`src/rtl/mac_array_ctrl_pkg.sv`:
```
// mac_pkg: shared types and constants for the MAC array sequencer.
// Holds the controller state encoding, result width and the ReLU helper
// used when MAC_ARRAY_CTRL_RELU_EN is defined.
package mac_pkg;

    // Default number of cycles from the last mac_en until mac_dot is valid
    localparam int MAC_LAT_DEFAULT = 2;

    // Width of the signed dot-product result coming out of the array
    localparam int DOT_W = 16;

    // int16 lanes in one input beat (4 channels x 32 lanes)
    localparam int BEAT_LANES = 128;

    typedef enum logic [2:0] {
        ST_IDLE,
        ST_PREFETCH,
        ST_STREAM,
        ST_DRAIN,
        ST_OUT,
        ST_FIN
    } ctrl_state_e;

    // Clamp a signed dot product at zero
    function automatic logic [DOT_W-1:0] relu(input logic [DOT_W-1:0] x);
        return x[DOT_W-1] ? '0 : x;
    endfunction

endpackage

```
`src/rtl/mac_array_ctrl_if.sv`:
```
// mac_array_ctrl_if: start/config, DMA stream, BRAM read, MAC array and
// result handshake signals of the layer sequencer. The master modport is the
// controller; the slave modport is the surrounding datapath.
interface mac_array_ctrl_if
    import mac_pkg::*;
#(
    parameter int ADDR_W = 10,
    parameter int LEN_W  = 8,
    parameter int CNT_W  = 10
);
    logic              start;
    logic [LEN_W-1:0]  cfg_chunks;
    logic [CNT_W-1:0]  cfg_neurons;
    logic [ADDR_W-1:0] cfg_w_base;
    logic [ADDR_W-1:0] cfg_b_base;
    logic              busy;
    logic              done;
    logic              s_valid;
    logic              s_ready;
    logic              w_rd;
    logic [ADDR_W-1:0] w_addr;
    logic              b_rd;
    logic [ADDR_W-1:0] b_addr;
    logic              mac_en;
    logic              mac_clr;
    logic [DOT_W-1:0]  mac_dot;
    logic [DOT_W-1:0]  m_data;
    logic              m_valid;
    logic              m_ready;

    modport master (
        input  start, cfg_chunks, cfg_neurons, cfg_w_base, cfg_b_base,
        input  s_valid, mac_dot, m_ready,
        output busy, done, s_ready, w_rd, w_addr, b_rd, b_addr,
        output mac_en, mac_clr, m_data, m_valid
    );

    modport slave (
        output start, cfg_chunks, cfg_neurons, cfg_w_base, cfg_b_base,
        output s_valid, mac_dot, m_ready,
        input  busy, done, s_ready, w_rd, w_addr, b_rd, b_addr,
        input  mac_en, mac_clr, m_data, m_valid
    );

endinterface

```
`src/rtl/mac_array_ctrl_out_reg.sv`:
```
// mac_ctrl_out_reg: neuron result register with valid/ready hold.
// Optional feature macro: MAC_ARRAY_CTRL_RELU_EN clamps negative results to 0.
module mac_ctrl_out_reg
    import mac_pkg::*;
(
    input  logic             clk,
    input  logic             rst_n,
    input  logic             load_i,
    input  logic [DOT_W-1:0] dot_i,
    input  logic             ready_i,
    output logic [DOT_W-1:0] data_o,
    output logic             valid_o
);

    logic [DOT_W-1:0] data_q;
    logic [DOT_W-1:0] data_d;
    logic             valid_q;
    logic             valid_d;
    logic [DOT_W-1:0] result;

    // Value captured from the array, optionally rectified
    always_comb begin
`ifdef MAC_ARRAY_CTRL_RELU_EN
        result = relu(dot_i);
`else
        result = dot_i;
`endif
    end

    // Load on the last drain cycle; hold data until the downstream handshake
    always_comb begin
        data_d  = data_q;
        valid_d = valid_q;
        if (load_i) begin
            data_d  = result;
            valid_d = 1'b1;
        end else if (valid_q && ready_i) begin
            valid_d = 1'b0;
        end
    end

    // Result and valid registers
    always_ff @(posedge clk or negedge rst_n) begin
        if (!rst_n) begin
            data_q  <= '0;
            valid_q <= 1'b0;
        end else begin
            data_q  <= data_d;
            valid_q <= valid_d;
        end
    end

    assign data_o  = data_q;
    assign valid_o = valid_q;

endmodule

```
`src/rtl/mac_array_ctrl.sv`:
```
// mac_array_ctrl: runs one fully-connected layer as a series of neuron dot
// products. Per neuron: clear the array and prefetch weight/bias, stream
// DMA beats into the array, wait out MAC_LAT, then hand the result out.
// Optional feature macro: MAC_ARRAY_CTRL_RELU_EN (handled in mac_ctrl_out_reg).
module mac_array_ctrl
    import mac_pkg::*;
#(
    parameter int ADDR_W  = 10,
    parameter int LEN_W   = 8,
    parameter int CNT_W   = 10,
    parameter int MAC_LAT = MAC_LAT_DEFAULT
)
(
    input  logic              clk,
    input  logic              rst_n,
    mac_array_ctrl_if.master  bus
);

    localparam int DRAIN_W = (MAC_LAT > 1) ? $clog2(MAC_LAT) : 1;

    ctrl_state_e       state_q, state_d;
    logic [LEN_W-1:0]  chunks_q, chunks_d;
    logic [CNT_W-1:0]  neurons_q, neurons_d;
    logic [LEN_W-1:0]  beat_cnt_q, beat_cnt_d;
    logic [CNT_W-1:0]  neuron_cnt_q, neuron_cnt_d;
    logic [ADDR_W-1:0] w_ptr_q, w_ptr_d;
    logic [ADDR_W-1:0] b_ptr_q, b_ptr_d;
    logic [DRAIN_W-1:0] drain_cnt_q, drain_cnt_d;
    logic              busy_q, busy_d;
    logic              done_q, done_d;
    logic              s_ready_q, s_ready_d;
    logic              prefetch_q, prefetch_d;

    logic              beat_hs;
    logic              last_beat;
    logic              last_neuron;
    logic              drain_last;
    logic              out_load;
    logic              out_valid;
    logic [DOT_W-1:0]  out_data;
    logic              out_hs;

    assign beat_hs     = bus.s_valid & s_ready_q;
    assign last_beat   = (beat_cnt_q + LEN_W'(1)) == chunks_q;
    assign last_neuron = (neuron_cnt_q + CNT_W'(1)) == neurons_q;
    assign drain_last  = drain_cnt_q == DRAIN_W'(MAC_LAT - 1);
    assign out_load    = (state_q == ST_DRAIN) && drain_last;
    assign out_hs      = out_valid & bus.m_ready;

    // Next-state, counter and pointer logic for the layer sequence
    always_comb begin
        state_d      = state_q;
        chunks_d     = chunks_q;
        neurons_d    = neurons_q;
        beat_cnt_d   = beat_cnt_q;
        neuron_cnt_d = neuron_cnt_q;
        w_ptr_d      = w_ptr_q;
        b_ptr_d      = b_ptr_q;
        drain_cnt_d  = drain_cnt_q;
        case (state_q)
            ST_IDLE: begin
                if (bus.start) begin
                    chunks_d     = bus.cfg_chunks;
                    neurons_d    = bus.cfg_neurons;
                    w_ptr_d      = bus.cfg_w_base;
                    b_ptr_d      = bus.cfg_b_base;
                    beat_cnt_d   = '0;
                    neuron_cnt_d = '0;
                    if (bus.cfg_chunks == '0 || bus.cfg_neurons == '0) begin
                        state_d = ST_FIN;
                    end else begin
                        state_d = ST_PREFETCH;
                    end
                end
            end
            ST_PREFETCH: begin
                w_ptr_d    = w_ptr_q + ADDR_W'(1);
                b_ptr_d    = b_ptr_q + ADDR_W'(1);
                beat_cnt_d = '0;
                state_d    = ST_STREAM;
            end
            ST_STREAM: begin
                if (beat_hs) begin
                    if (last_beat) begin
                        drain_cnt_d = '0;
                        state_d     = ST_DRAIN;
                    end else begin
                        beat_cnt_d = beat_cnt_q + LEN_W'(1);
                        w_ptr_d    = w_ptr_q + ADDR_W'(1);
                    end
                end
            end
            ST_DRAIN: begin
                if (drain_last) begin
                    state_d = ST_OUT;
                end else begin
                    drain_cnt_d = drain_cnt_q + DRAIN_W'(1);
                end
            end
            ST_OUT: begin
                if (out_hs) begin
                    neuron_cnt_d = neuron_cnt_q + CNT_W'(1);
                    state_d      = last_neuron ? ST_FIN : ST_PREFETCH;
                end
            end
            ST_FIN: begin
                state_d = ST_IDLE;
            end
            default: begin
                state_d = ST_IDLE;
            end
        endcase
    end

    // Registered status/strobe outputs decoded from the upcoming state
    always_comb begin
        busy_d     = (state_d == ST_PREFETCH) || (state_d == ST_STREAM) ||
                     (state_d == ST_DRAIN)    || (state_d == ST_OUT);
        done_d     = (state_d == ST_FIN);
        s_ready_d  = (state_d == ST_STREAM);
        prefetch_d = (state_d == ST_PREFETCH);
    end

    // State, configuration, counter and output registers
    always_ff @(posedge clk or negedge rst_n) begin
        if (!rst_n) begin
            state_q      <= ST_IDLE;
            chunks_q     <= '0;
            neurons_q    <= '0;
            beat_cnt_q   <= '0;
            neuron_cnt_q <= '0;
            w_ptr_q      <= '0;
            b_ptr_q      <= '0;
            drain_cnt_q  <= '0;
            busy_q       <= 1'b0;
            done_q       <= 1'b0;
            s_ready_q    <= 1'b0;
            prefetch_q   <= 1'b0;
        end else begin
            state_q      <= state_d;
            chunks_q     <= chunks_d;
            neurons_q    <= neurons_d;
            beat_cnt_q   <= beat_cnt_d;
            neuron_cnt_q <= neuron_cnt_d;
            w_ptr_q      <= w_ptr_d;
            b_ptr_q      <= b_ptr_d;
            drain_cnt_q  <= drain_cnt_d;
            busy_q       <= busy_d;
            done_q       <= done_d;
            s_ready_q    <= s_ready_d;
            prefetch_q   <= prefetch_d;
        end
    end

    mac_ctrl_out_reg u_out_reg (
        .clk     (clk),
        .rst_n   (rst_n),
        .load_i  (out_load),
        .dot_i   (bus.mac_dot),
        .ready_i (bus.m_ready),
        .data_o  (out_data),
        .valid_o (out_valid)
    );

    // The weight read for the next beat is issued in the handshake cycle so
    // the BRAM word is already valid when that beat arrives.
    assign bus.w_rd    = prefetch_q | (beat_hs & ~last_beat);
    assign bus.w_addr  = w_ptr_q;
    assign bus.b_rd    = prefetch_q;
    assign bus.b_addr  = b_ptr_q;
    assign bus.mac_clr = prefetch_q;
    assign bus.mac_en  = beat_hs;
    assign bus.s_ready = s_ready_q;
    assign bus.busy    = busy_q;
    assign bus.done    = done_q;
    assign bus.m_data  = out_data;
    assign bus.m_valid = out_valid;

endmodule

```
`src/flat_wrapper.sv`:
```
// flat-port wrapper written by rule: the top's interface ports become plain ports
module mac_array_ctrl_flat import mac_pkg::*;
#(
    parameter int ADDR_W  = 10,
    parameter int LEN_W   = 8,
    parameter int CNT_W   = 10,
    parameter int MAC_LAT = MAC_LAT_DEFAULT
)
  (clk, rst_n, bus_start, bus_cfg_chunks, bus_cfg_neurons, bus_cfg_w_base, bus_cfg_b_base, bus_s_valid, bus_mac_dot, bus_m_ready, bus_busy, bus_done, bus_s_ready, bus_w_rd, bus_w_addr, bus_b_rd, bus_b_addr, bus_mac_en, bus_mac_clr, bus_m_data, bus_m_valid);
  mac_array_ctrl_if #(.ADDR_W(ADDR_W), .LEN_W(LEN_W), .CNT_W(CNT_W)) bus_i ();
  input  logic clk;
  input  logic rst_n;
  input wire logic [$bits(bus_i.start)-1:0] bus_start;
  input wire logic [$bits(bus_i.cfg_chunks)-1:0] bus_cfg_chunks;
  input wire logic [$bits(bus_i.cfg_neurons)-1:0] bus_cfg_neurons;
  input wire logic [$bits(bus_i.cfg_w_base)-1:0] bus_cfg_w_base;
  input wire logic [$bits(bus_i.cfg_b_base)-1:0] bus_cfg_b_base;
  input wire logic [$bits(bus_i.s_valid)-1:0] bus_s_valid;
  input wire logic [$bits(bus_i.mac_dot)-1:0] bus_mac_dot;
  input wire logic [$bits(bus_i.m_ready)-1:0] bus_m_ready;
  output wire logic [$bits(bus_i.busy)-1:0] bus_busy;
  output wire logic [$bits(bus_i.done)-1:0] bus_done;
  output wire logic [$bits(bus_i.s_ready)-1:0] bus_s_ready;
  output wire logic [$bits(bus_i.w_rd)-1:0] bus_w_rd;
  output wire logic [$bits(bus_i.w_addr)-1:0] bus_w_addr;
  output wire logic [$bits(bus_i.b_rd)-1:0] bus_b_rd;
  output wire logic [$bits(bus_i.b_addr)-1:0] bus_b_addr;
  output wire logic [$bits(bus_i.mac_en)-1:0] bus_mac_en;
  output wire logic [$bits(bus_i.mac_clr)-1:0] bus_mac_clr;
  output wire logic [$bits(bus_i.m_data)-1:0] bus_m_data;
  output wire logic [$bits(bus_i.m_valid)-1:0] bus_m_valid;
  assign bus_i.start = bus_start;
  assign bus_i.cfg_chunks = bus_cfg_chunks;
  assign bus_i.cfg_neurons = bus_cfg_neurons;
  assign bus_i.cfg_w_base = bus_cfg_w_base;
  assign bus_i.cfg_b_base = bus_cfg_b_base;
  assign bus_i.s_valid = bus_s_valid;
  assign bus_i.mac_dot = bus_mac_dot;
  assign bus_i.m_ready = bus_m_ready;
  assign bus_busy = bus_i.busy;
  assign bus_done = bus_i.done;
  assign bus_s_ready = bus_i.s_ready;
  assign bus_w_rd = bus_i.w_rd;
  assign bus_w_addr = bus_i.w_addr;
  assign bus_b_rd = bus_i.b_rd;
  assign bus_b_addr = bus_i.b_addr;
  assign bus_mac_en = bus_i.mac_en;
  assign bus_mac_clr = bus_i.mac_clr;
  assign bus_m_data = bus_i.m_data;
  assign bus_m_valid = bus_i.m_valid;
  mac_array_ctrl #(.ADDR_W(ADDR_W), .LEN_W(LEN_W), .CNT_W(CNT_W), .MAC_LAT(MAC_LAT)) u_core (.clk(clk), .rst_n(rst_n), .bus(bus_i));
endmodule
```
`config.mk`:
```
export PLATFORM = sky130hd
export DESIGN_NAME = mac_array_ctrl_flat
export DESIGN_NICKNAME = d
export VERILOG_FILES = /design/src/rtl/mac_array_ctrl_pkg.sv /design/src/rtl/mac_array_ctrl_if.sv /design/src/rtl/mac_array_ctrl_out_reg.sv /design/src/rtl/mac_array_ctrl.sv /design/src/flat_wrapper.sv
export SDC_FILE = /design/constraint.sdc
export NUM_CORES = 1
export LEC_CHECK = 0
export BUFFER_PORTS_ARGS = -buffer_cell sky130_fd_sc_hd__buf_2
export CAP_MARGIN = 20
export CORE_MARGIN = 3
export CORE_UTILIZATION = 49
export CTS_CLUSTER_SIZE = 30
export DETAILED_ROUTE_END_ITERATION = 12
export PLACE_DENSITY_LB_ADDON = 0.12
export SETUP_SLACK_MARGIN = 0.05
export SLEW_MARGIN = 20
export SYNTH_ARGS = -nofsm -noshare
export SYNTH_HDL_FRONTEND = slang
export SYNTH_SLANG_ARGS = --single-unit
```
`constraint.sdc`:
```
create_clock -name clk -period 2.1 [get_ports clk]
set_input_delay 0.315 -clock clk [delete_from_list [all_inputs] [get_ports clk]]
set_output_delay 0.315 -clock clk [all_outputs]
set_load 0.02 [all_outputs]
```
==> results.toml, run 1 <==
[run_status]
status = "finished, violations left"
failed_checks = "negative setup slack"

[clock_network]
cts_buffers = 9
cts_root_buf = "clkbuf_8"
htree_num_levels = 3
clk_pin_slew_ps = 80
cts_tree = "built"
cts.path.max_buffers = 2
clkSinkCount = 81
insertion_delay_ps = 360

[sta]
final.period_utilization = 1.160
setup_violations = 23
slew_headroom = 0.6218
skew_ps = 13.55
period_needed_ps = 2435
fmaxAchievable_ghz = 0.4106
slew_viol_final = 0
setup_ws_ps = -335.2
rsz0062_at_grt = "yes"
hold_violations = 0
tightest_slew_ps = 565.2

[route]
viasPerCell = 5.449
drtIter0Drc = 155
first_pass_iters = 4
wl_um = 10690
vias = 3738
drc = 0
wl_per_cell_um = 15.58
antenna_left = 0

[min_path]
hold_class = "input port to flip-flop"
hold_path_depth = 3
hp-start = "bus_cfg_neurons[2]"
whs_endpoint = "u_core.neurons_q[2]$_DFFE_PN0P_"

[place]
place.gp.congestion = 0.8836
hpwl_um = 7537
dp_cells = 660
port_buffers = 102

[grt]
antenna_found_initial = 0
track_usage = 0.2193
overflow = 0
grt_pass1_wl_um = 17530
grt_pass1_vias = 3652
grt_max_degree = 41

[critical_path]
timing.rr.start = "u_core.beat_cnt_q[0]$_DFFE_PN0P_"
critPathRequiredTime_ps = 1780
reg2reg_slack_ps = -280
reg2reg_to = "u_core.bus.w_addr[8]$_DFFE_PN0P_"
setup.worst_path.end_class = "primary output"
r2r_cells = 11
cp_max_fo = 3
cp.arrival_ps = 2120
crit_path_start_kind = "flip-flop"
critPathKind = "flip-flop to primary output"

[floorplanning]
core_area_um2 = 8341
die-area_um2 = 9853
rows = 33
initial_core_util = 0.5110
fp.dieH_um = 99.26
io_pins = 103
fp.dieW_um = 99.26

[yosys]
ys_ff_latch = 81
syn-instance-count = 444
synth_top_area_share = 0.4756
synthesis.area_um2 = 4262
ys_warn_count = 0
async_flop_share = 1.000
synthesis.nets = 507
synthFlopType = "dfrtp_1"
synth_enable_flop_cells = 0
ys_types = 57
synth_area_leaders = "dfrtp_1, nand2_1, mux2_2"
ys_seq_area_frac = 0.4756
synth.avg_cell_area_um2 = 9.598
synth_top_cell_by_area = "dfrtp_1"

[layout]
utilization = 0.6623
fin_cells = 686
antenna_cells = 0
fillerInstances = 706
final_layout_size_suffix_gt1_frac = 0.3563
mostFrequentLayoutCells = "buf_2, nand2_1, dfrtp_1"
final_common_cell = "buf_2"
area_growth_syn_to_layout_pct = 29.62
final_nets = 640

[power_and_ir_drop]
leakagePower_uw = 0.002632
power_density_nw_per_um2 = 1408
ir_worst_vdd_mv = 0.6017

[run]
cap_violations = 0
synthesized netlist by cell type (2+ instances only):
cell type,number
a211oi_1,3
a21o_1,2
a21oi_1,13
a311oi_1,2
a31oi_1,7
and2_1,6
and3_1,14
and4_1,3
buf_4,2
buf_6,3
clkbuf_1,14
dfrtp_1,81
ha_1,4
inv_1,7
mux2_2,18
mux2i_1,10
nand2_1,94
nand2b_1,2
nand3_1,15
nand3b_1,2
nand4_1,5
nor2_1,25
nor2b_1,5
nor3_1,9
nor4_1,3
o21a_1,4
o21ai_0,24
o221a_2,2
o221ai_1,2
o22a_1,11
o31ai_1,4
or4_1,2
xnor2_1,14
xor2_1,9
metrics by stage:
stage | instance area, um2 | setup slack, ps | power [uW] | setup TNS [ps] | hold WS (ps)
after CTS | 5366 | -400.9 | 7701 | -3487 | 155.4
after detailed placement | 5059 | -104.8 | 6349 | -860.2 | 257.0
after global placement | 5059 | -24.62 | 6232 | -150.2 | 253.6
after floorplan | 4275 | -74.45 | 5162 | -478.2 | 19.41
after global routing | 5524 | -445.2 | 8361 | -6983 | 167.4
final | 5524 | -335.2 | 7780 | -4150 | 161.3
worst max path at each step:
stage | from | endpoint | slack, ps | cells after the start
6_report | u_core.beat_cnt_q[0]$_DFFE_PN0P_ | bus_w_rd | -340 | 7
5_1_grt | u_core.beat_cnt_q[0]$_DFFE_PN0P_ | bus_w_rd | -450 | 7
4_1_cts | u_core.beat_cnt_q[0]$_DFFE_PN0P_ | bus_w_rd | -400 | 7
3_5_place_dp | u_core.beat_cnt_q[0]$_DFFE_PN0P_ | u_core.bus.w_addr[8]$_DFFE_PN0P_ | -100 | 9
3_3_place_gp | u_core.beat_cnt_q[0]$_DFFE_PN0P_ | bus_w_rd | -20 | 7
2_1_floorplan | u_core.beat_cnt_q[0]$_DFFE_PN0P_ | u_core.beat_cnt_q[0]$_DFFE_PN0P_ | -70 | 8
metal layers:
| layer | vias up | global-route usage | share of wire |
|---|---|---|---|
| met5 | - | 0 | 0 |
| met4 | 0 | 0.07248 | 0.015 |
| met3 | 18 | 0.02665 | 0.031 |
| met2 | 67 | 0.3755 | 0.53 |
| met1 | 1803 | 0.2900 | 0.43 |
| li1 | 1850 | - | - |
sequential cells by signal, indices dropped and copies added, names as in the netlist, 3 cells and up:
signal and count:
u_core.beat_cnt_q 8, u_core.bus.b_addr 10, u_core.bus.w_addr 10, u_core.chunks_q 8, u_core.neuron_cnt_q 10, u_core.neurons_q 10
u_core.state_q 3, u_core.u_out_reg.data_o 16
critical path, cell delays in order (launching register included):
cell	delay, ps
dfrtp_1	380
ha_2	200
and3_4	190
nand4_1	140
a2111oi_4	420
nand4_4	130
a21o_1	190
buf_6	130
final cells by class:
type / instances / area (um2) / share of cell area
multi-input combinational: 336 / 2256 / 0.4084
sequential: 81 / 2031 / 0.3676
timing repair buffer: 142 / 885.9 / 0.1604
clock buffer: 10 / 137.6 / 0.02492
tap: 105 / 131.4 / 0.02378
clock inverter: 5 / 56.30 / 0.01019
inverter: 7 / 26.28 / 0.004757
report_power, final:
part           switching [uW]  internal (uW)  total (uW)  leakage [uW]
combinational            2200           1720        3920       0.00154
clock                     573            573        1150     0.0000981
sequential                538           2170        2710      0.000994
total                    3310           4470        7780       0.00263
kinds of logic after synthesis:
logic type,share of synthesized area
flip-flops,0.4756
AO/OA/AOI/OAI,0.1427
AND/OR/NAND/NOR,0.2193
adder cells (fa/ha/maj),0.01174
XOR/XNOR,0.04727
multiplexers,0.07105
buffers and inverters,0.03229
timing repair:
item,in CTS,in global routing
setup endpoints to repair,20,26
setup buffers,5,3
hold endpoints to repair,24,0
gates resized for setup,12,26
pin swaps,7,14
gates cloned,1,1
hold buffers,1,0
Note: power is estimated with default switching activity, not from simulation.
==> inputs of run 2 (changes only) <==
==> constraint.sdc (replaced) <==
create_clock -name clk -period 2.05 [get_ports clk]
set_input_delay 0.3075 -clock clk [delete_from_list [all_inputs] [get_ports clk]]
set_output_delay 0.3075 -clock clk [all_outputs]
set_load 0.02 [all_outputs]
==> run 2 against run 1 <==
The flow still finishes with violations (negative setup slack); sequential share of layout area decreased by 0.29 points; sequential cell count is the same; highest routed layer unchanged; non-clock buffer count is 8 higher; largest power group unchanged; register-to-register slack lost 90 ps; die area did not move.
==> results.toml, run 2 (synthesized netlist as in run 1, its figures left out) <==
[sta]
setup_violations = 23
final.period_utilization = 1.200
period_needed_ps = 2460
setup_ws_ps = -410.0
skew_ps = 10.40
slew_viol_final = 0
hold_violations = 0
rsz0062_at_grt = "yes"
tightest_slew_ps = 641.5
slew_headroom = 0.5708
fmaxAchievable_ghz = 0.4065

[route]
drc = 0
antenna_left = 0
viasPerCell = 5.486
drtIter0Drc = 105
first_pass_iters = 4
wl_um = 10500
vias = 3813
wl_per_cell_um = 15.11

[clock_network]
cts_root_buf = "clkbuf_8"
cts_buffers = 9
htree_num_levels = 3
cts.path.max_buffers = 2
clk_pin_slew_ps = 90
insertion_delay_ps = 360
clkSinkCount = 81
cts_tree = "built"

[critical_path]
setup.worst_path.end_class = "primary output"
critPathRequiredTime_ps = 1740
crit_slowest_cell = "a2111oi_4"
cp.buffers_inverters = 1
path_cells = "ha_2, and3_4, nand4_1, a2111oi_4, nand4_4, a21o_1, buf_6"
critPathTopFamily = "compound AO/OA/AOI/OAI gates"
cp.arrival_ps = 2150
slowest_delay_ps = 440
critPathKind = "flip-flop to primary output"
crit_path_start_kind = "flip-flop"
critPathLaunch = "u_core.beat_cnt_q[0]$_DFFE_PN0P_"
timing.rr.start = "u_core.beat_cnt_q[0]$_DFFE_PN0P_"
cp_max_fo = 3

[layout]
final_layout_size_suffix_gt1_frac = 0.3576
final_common_cell = "buf_2"
mostFrequentLayoutCells = "buf_2, nand2_1, dfrtp_1"
fin_area_um2 = 5564
fillerInstances = 698
largest_register_ffs = 16
antenna_cells = 0
utilization = 0.6671
final_nets = 648
area_growth_syn_to_layout_pct = 30.56

[floorplanning]
fp.dieW_um = 99.26
rows = 33
die-area_um2 = 9853
fp.dieH_um = 99.26
initial_core_util = 0.5110
io_pins = 103
core_area_um2 = 8341

[power_and_ir_drop]
power_density_nw_per_um2 = 1424
total_power_uw = 7923
leakagePower_uw = 0.002668
ir_worst_vdd_mv = 0.7023

[place]
port_buffers = 102
hpwl_um = 7536
post_dp_cell_area_um2 = 5099
place.gp.congestion = 0.7919

[grt]
grt_pass1_wl_um = 16990
overflow = 0
grt_pass1_vias = 3708
grt_max_degree = 40
antenna_found_initial = 0
track_usage = 0.2136

[run]
cap_violations = 0

[min_path]
hold_class = "input port to flip-flop"
hp-start = "bus_cfg_chunks[3]"

[run_status]
status = "finished, violations left"
failed_checks = "negative setup slack"
run 2: worst reg2reg max path, stage by stage, from the launching register on:
cell and delay, ps:
dfrtp_1 380, ha_2 200, and3_4 190, nand4_1 140, a2111oi_4 440, nand4_4 120
buf_4 160, buf_6 120, a21oi_4 170, buf_12 150, a21oi_1 50, o22a_1 180
run 2: worst paths after layout:
| check | to | slack, ps | cells after the start |
|---|---|---|---|
| worst min register to register | u_core.neurons_q[9]$_DFFE_PN0P_ | 500 | 2 |
| worst max register to register | u_core.bus.w_addr[5]$_DFFE_PN0P_ | -370 | 11 |
| max in group asynchronous | u_core.neuron_cnt_q[3]$_DFFE_PN0P_ | 960 | 3 |
| min in group asynchronous | u_core.beat_cnt_q[4]$_DFFE_PN0P_ | 470 | 2 |
| worst max-delay path | bus_w_rd | -410 | 7 |
| worst min-delay path | u_core.chunks_q[3]$_DFFE_PN0P_ | 160 | 3 |
run 2: area by class of cell:
| type | count | area (um2) | area share |
|---|---|---|---|
| repair buffers | 150 | 940.9 | 0.1691 |
| clock inverters | 5 | 62.56 | 0.01124 |
| flip-flops and latches | 81 | 2029 | 0.3647 |
| clock buffers | 11 | 141.4 | 0.02541 |
| well taps | 105 | 131.4 | 0.02361 |
| inverters | 7 | 26.28 | 0.004722 |
| multi-input cells | 336 | 2232 | 0.4012 |
run 2: stage by stage:
| stage | std cells | hold slack (ps) | TNS, ps | setup WS (ps) |
|---|---|---|---|---|
| 3_3_place_gp | 667 | 310.0 | -795.6 | -90.46 |
| 3_5_place_dp | 667 | 316.8 | -2433 | -197.7 |
| 6_report | 695 | 156.7 | -6131 | -410.0 |
| 4_1_cts | 689 | 142.3 | -5451 | -481.2 |
| 2_1_floorplan | 444 | 11.91 | -1262 | -124.4 |
| 5_1_grt | 695 | 146.4 | -8927 | -528.0 |
run 2: power breakdown:
group	internal, uW	leakage, uW	total, uW	switching (uW)
sequential	2230	0.000996	2790	559
combinational	1730	0.00158	3920	2200
clock	606	0.0000966	1210	608
total	4560	0.00267	7920	3360
run 2: what timing repair did:
| item | CTS | global route |
|---|---|---|
| gates resized for setup | 13 | 21 |
| gates cloned | 1 | 1 |
| pin swaps | 11 | 12 |
| hold buffers | 1 | 0 |
| buffers inserted | 4 | 5 |
| hold endpoints to repair | 36 | 0 |
| setup endpoints to repair | 24 | 28 |
run 2: metal layers:
layer	global-route usage	wire (um)	share of wire	up-vias
met5	0	0	0	-
li1	-	-	-	1863
met1	0.2736	4644	0.44	1831
met3	0.04628	538	0.051	16
met2	0.3621	5155	0.49	103
met4	0.06723	163	0.016	0
==> inputs of run 3 (changes only) <==
--- a/config.mk
+++ b/config.mk
@@ -8,7 +8,7 @@
 export BUFFER_PORTS_ARGS = -buffer_cell sky130_fd_sc_hd__buf_2
 export CAP_MARGIN = 20
 export CORE_MARGIN = 3
-export CORE_UTILIZATION = 49
+export CORE_UTILIZATION = 58
 export CTS_CLUSTER_SIZE = 30
 export DETAILED_ROUTE_END_ITERATION = 12
 export PLACE_DENSITY_LB_ADDON = 0.12
==> constraint.sdc (replaced) <==
create_clock -name clk -period 3.1 [get_ports clk]
set_input_delay 0.465 -clock clk [delete_from_list [all_inputs] [get_ports clk]]
set_output_delay 0.465 -clock clk [all_outputs]
set_load 0.02 [all_outputs]
==> run 3 against run 2 <==
The run now ends clean; global-route usage increased by 2.3 points; clock skew decreased by 1.6 ps; sequential share of layout area increased by 3.7 points; sequential cell count unchanged; critical path type unchanged; largest cell class unchanged; highest routed layer unchanged.
==> results.toml, run 3 (synthesized netlist as in run 1, its figures left out) <==
[layout]
final_nets = 603
final_layout_size_suffix_gt1_frac = 0.2734
fillerInstances = 542
largest_register_ffs = 16
antenna_cells = 0
mostFrequentLayoutCells = "buf_2, nand2_1, dfrtp_1"
final_common_cell = "buf_2"
area_growth_syn_to_layout_pct = 18.47
regArea_um2 = 2027
multi_input_area_um2 = 2097

[grt]
grt_max_degree = 82
antenna_found_initial = 0
track_usage = 0.2365
grt_pass1_wl_um = 16140
grt_pass1_vias = 3490
overflow = 0

[route]
vias = 3607
antenna_left = 0
first_pass_iters = 4
drc = 0
viasPerCell = 5.627
drtIter0Drc = 205
wl_per_cell_um = 15.12
wl_um = 9695

[floorplanning]
core_area_um2 = 6944
initial_core_util = 0.6137
fp.dieW_um = 91.72
die-area_um2 = 8412
fp.dieH_um = 91.72
rows = 30
io_pins = 103

[clock_network]
clk_pin_slew_ps = 90
ctsHoldBuffers = 0
htree_num_levels = 3
clkSinkCount = 81
post_cts_resized = 0
cts_root_buf = "clkbuf_8"
cts_setup_buffers = 0
insertion_delay_ps = 350
cts_tree = "built"
cts_buffers = 9
cts.path.max_buffers = 2

[critical_path]
crit_slowest_cell = "dfrtp_1"
critPathKind = "flip-flop to primary output"
crit_path_start_kind = "flip-flop"
cp.arrival_ps = 2390
critPathRequiredTime_ps = 2630
slowest_delay_ps = 430
critPathTopFamily = "compound AO/OA/AOI/OAI gates"
setup.worst_path.end_class = "primary output"
path_cells = "ha_1, and3_4, a31o_2, a2111oi_4, nand4_4, a21o_1, buf_2"
cp_max_fo = 6
cp.buffers_inverters = 1

[power_and_ir_drop]
leakagePower_uw = 0.002420
power_density_nw_per_um2 = 994.4
ir_worst_vdd_mv = 0.5500

[sta]
setup-tns-final_ps = 0
slew_viol_final = 0
fmaxAchievable_ghz = 0.3504
final.period_utilization = 0.9207
slew_headroom = 0.5216
hold_violations = 0
setup_ws_ps = 245.8
tightest_slew_ps = 712.8
period_needed_ps = 2854
whs_ps = 117.6
skew_ps = 8.828
setup_violations = 0
rsz0062_at_grt = "no"

[min_path]
hold_class = "input port to async pin"

[run]
cap_violations = 0

[place]
dp_slack_ps = 522.5
port_buffers = 102
hpwl_um = 6921
place.gp.congestion = 0.8638

[run_status]
status = "complete, no violations"
==> run 3: cell count changes in the layout (fill, tap and decap cells not counted), sizes merged <==
cell / delta
and2: -1
dlygate4sd3: -1
bufinv: +1
inv: +2
clkinvlp: -1
buf: -43
clkbuf: -2
==> run 3: area by class of cell <==
cell class,count,share of cell area
multi-input cells,335,0.4154
repair buffers,106,0.1083
flip-flops and latches,81,0.4015
clock inverters,7,0.02131
well taps,96,0.02379
clock buffers,9,0.02454
inverters,7,0.005204
==> run 3: final timing paths <==
| path | start | end | slack (ps) | cells after the start |
|---|---|---|---|---|
| setup / recovery | u_core.beat_cnt_q[0]$_DFFE_PN0P_ | bus_w_rd | 250 | 7 |
| hold / removal | rst_n | u_core.bus.b_addr[0]$_DFFE_PN0P_ | 120 | 1 |
| setup reg to reg | u_core.beat_cnt_q[0]$_DFFE_PN0P_ | u_core.bus.w_addr[2]$_DFFE_PN0P_ | 520 | 8 |
| hold reg to reg | u_core.chunks_q[7]$_DFFE_PN0P_ | u_core.chunks_q[7]$_DFFE_PN0P_ | 500 | 2 |
| max in group asynchronous | rst_n | u_core.bus.b_addr[2]$_DFFE_PN0P_ | 2470 | 1 |
| min in group clk | bus_cfg_neurons[5] | u_core.neurons_q[5]$_DFFE_PN0P_ | 310 | 3 |
==> run 3: metal layers <==
layer | vias up | global-route usage | wire length, um
li1 | 1770 | - | -
met1 | 1735 | 0.2926 | 3933
met2 | 87 | 0.4151 | 5152
met3 | 15 | 0.05332 | 488
met4 | 0 | 0.06683 | 121
met5 | - | 0 | 0
==> run 3: metrics by stage <==
stage               instance area [um2]  cells  utilization  total power (uW)
floorplan                          4262    444            -              3488
global placement                   4813    625       0.6932              4046
detailed placement                 4813    625       0.6932              4134
CTS                                5045    641       0.7265              5045
global route                       5049    641       0.7270              5371
finish                             5049    641       0.7270              5020
==> run 3: power breakdown <==
part / total [uW] / internal (uW) / switching [uW] / leakage (uW)
combinational: 2300 / 921 / 1380 / 0.00131
clock: 895 / 470 / 425 / 0.000114
sequential: 1820 / 1470 / 353 / 0.000999
total: 5020 / 2860 / 2160 / 0.00242
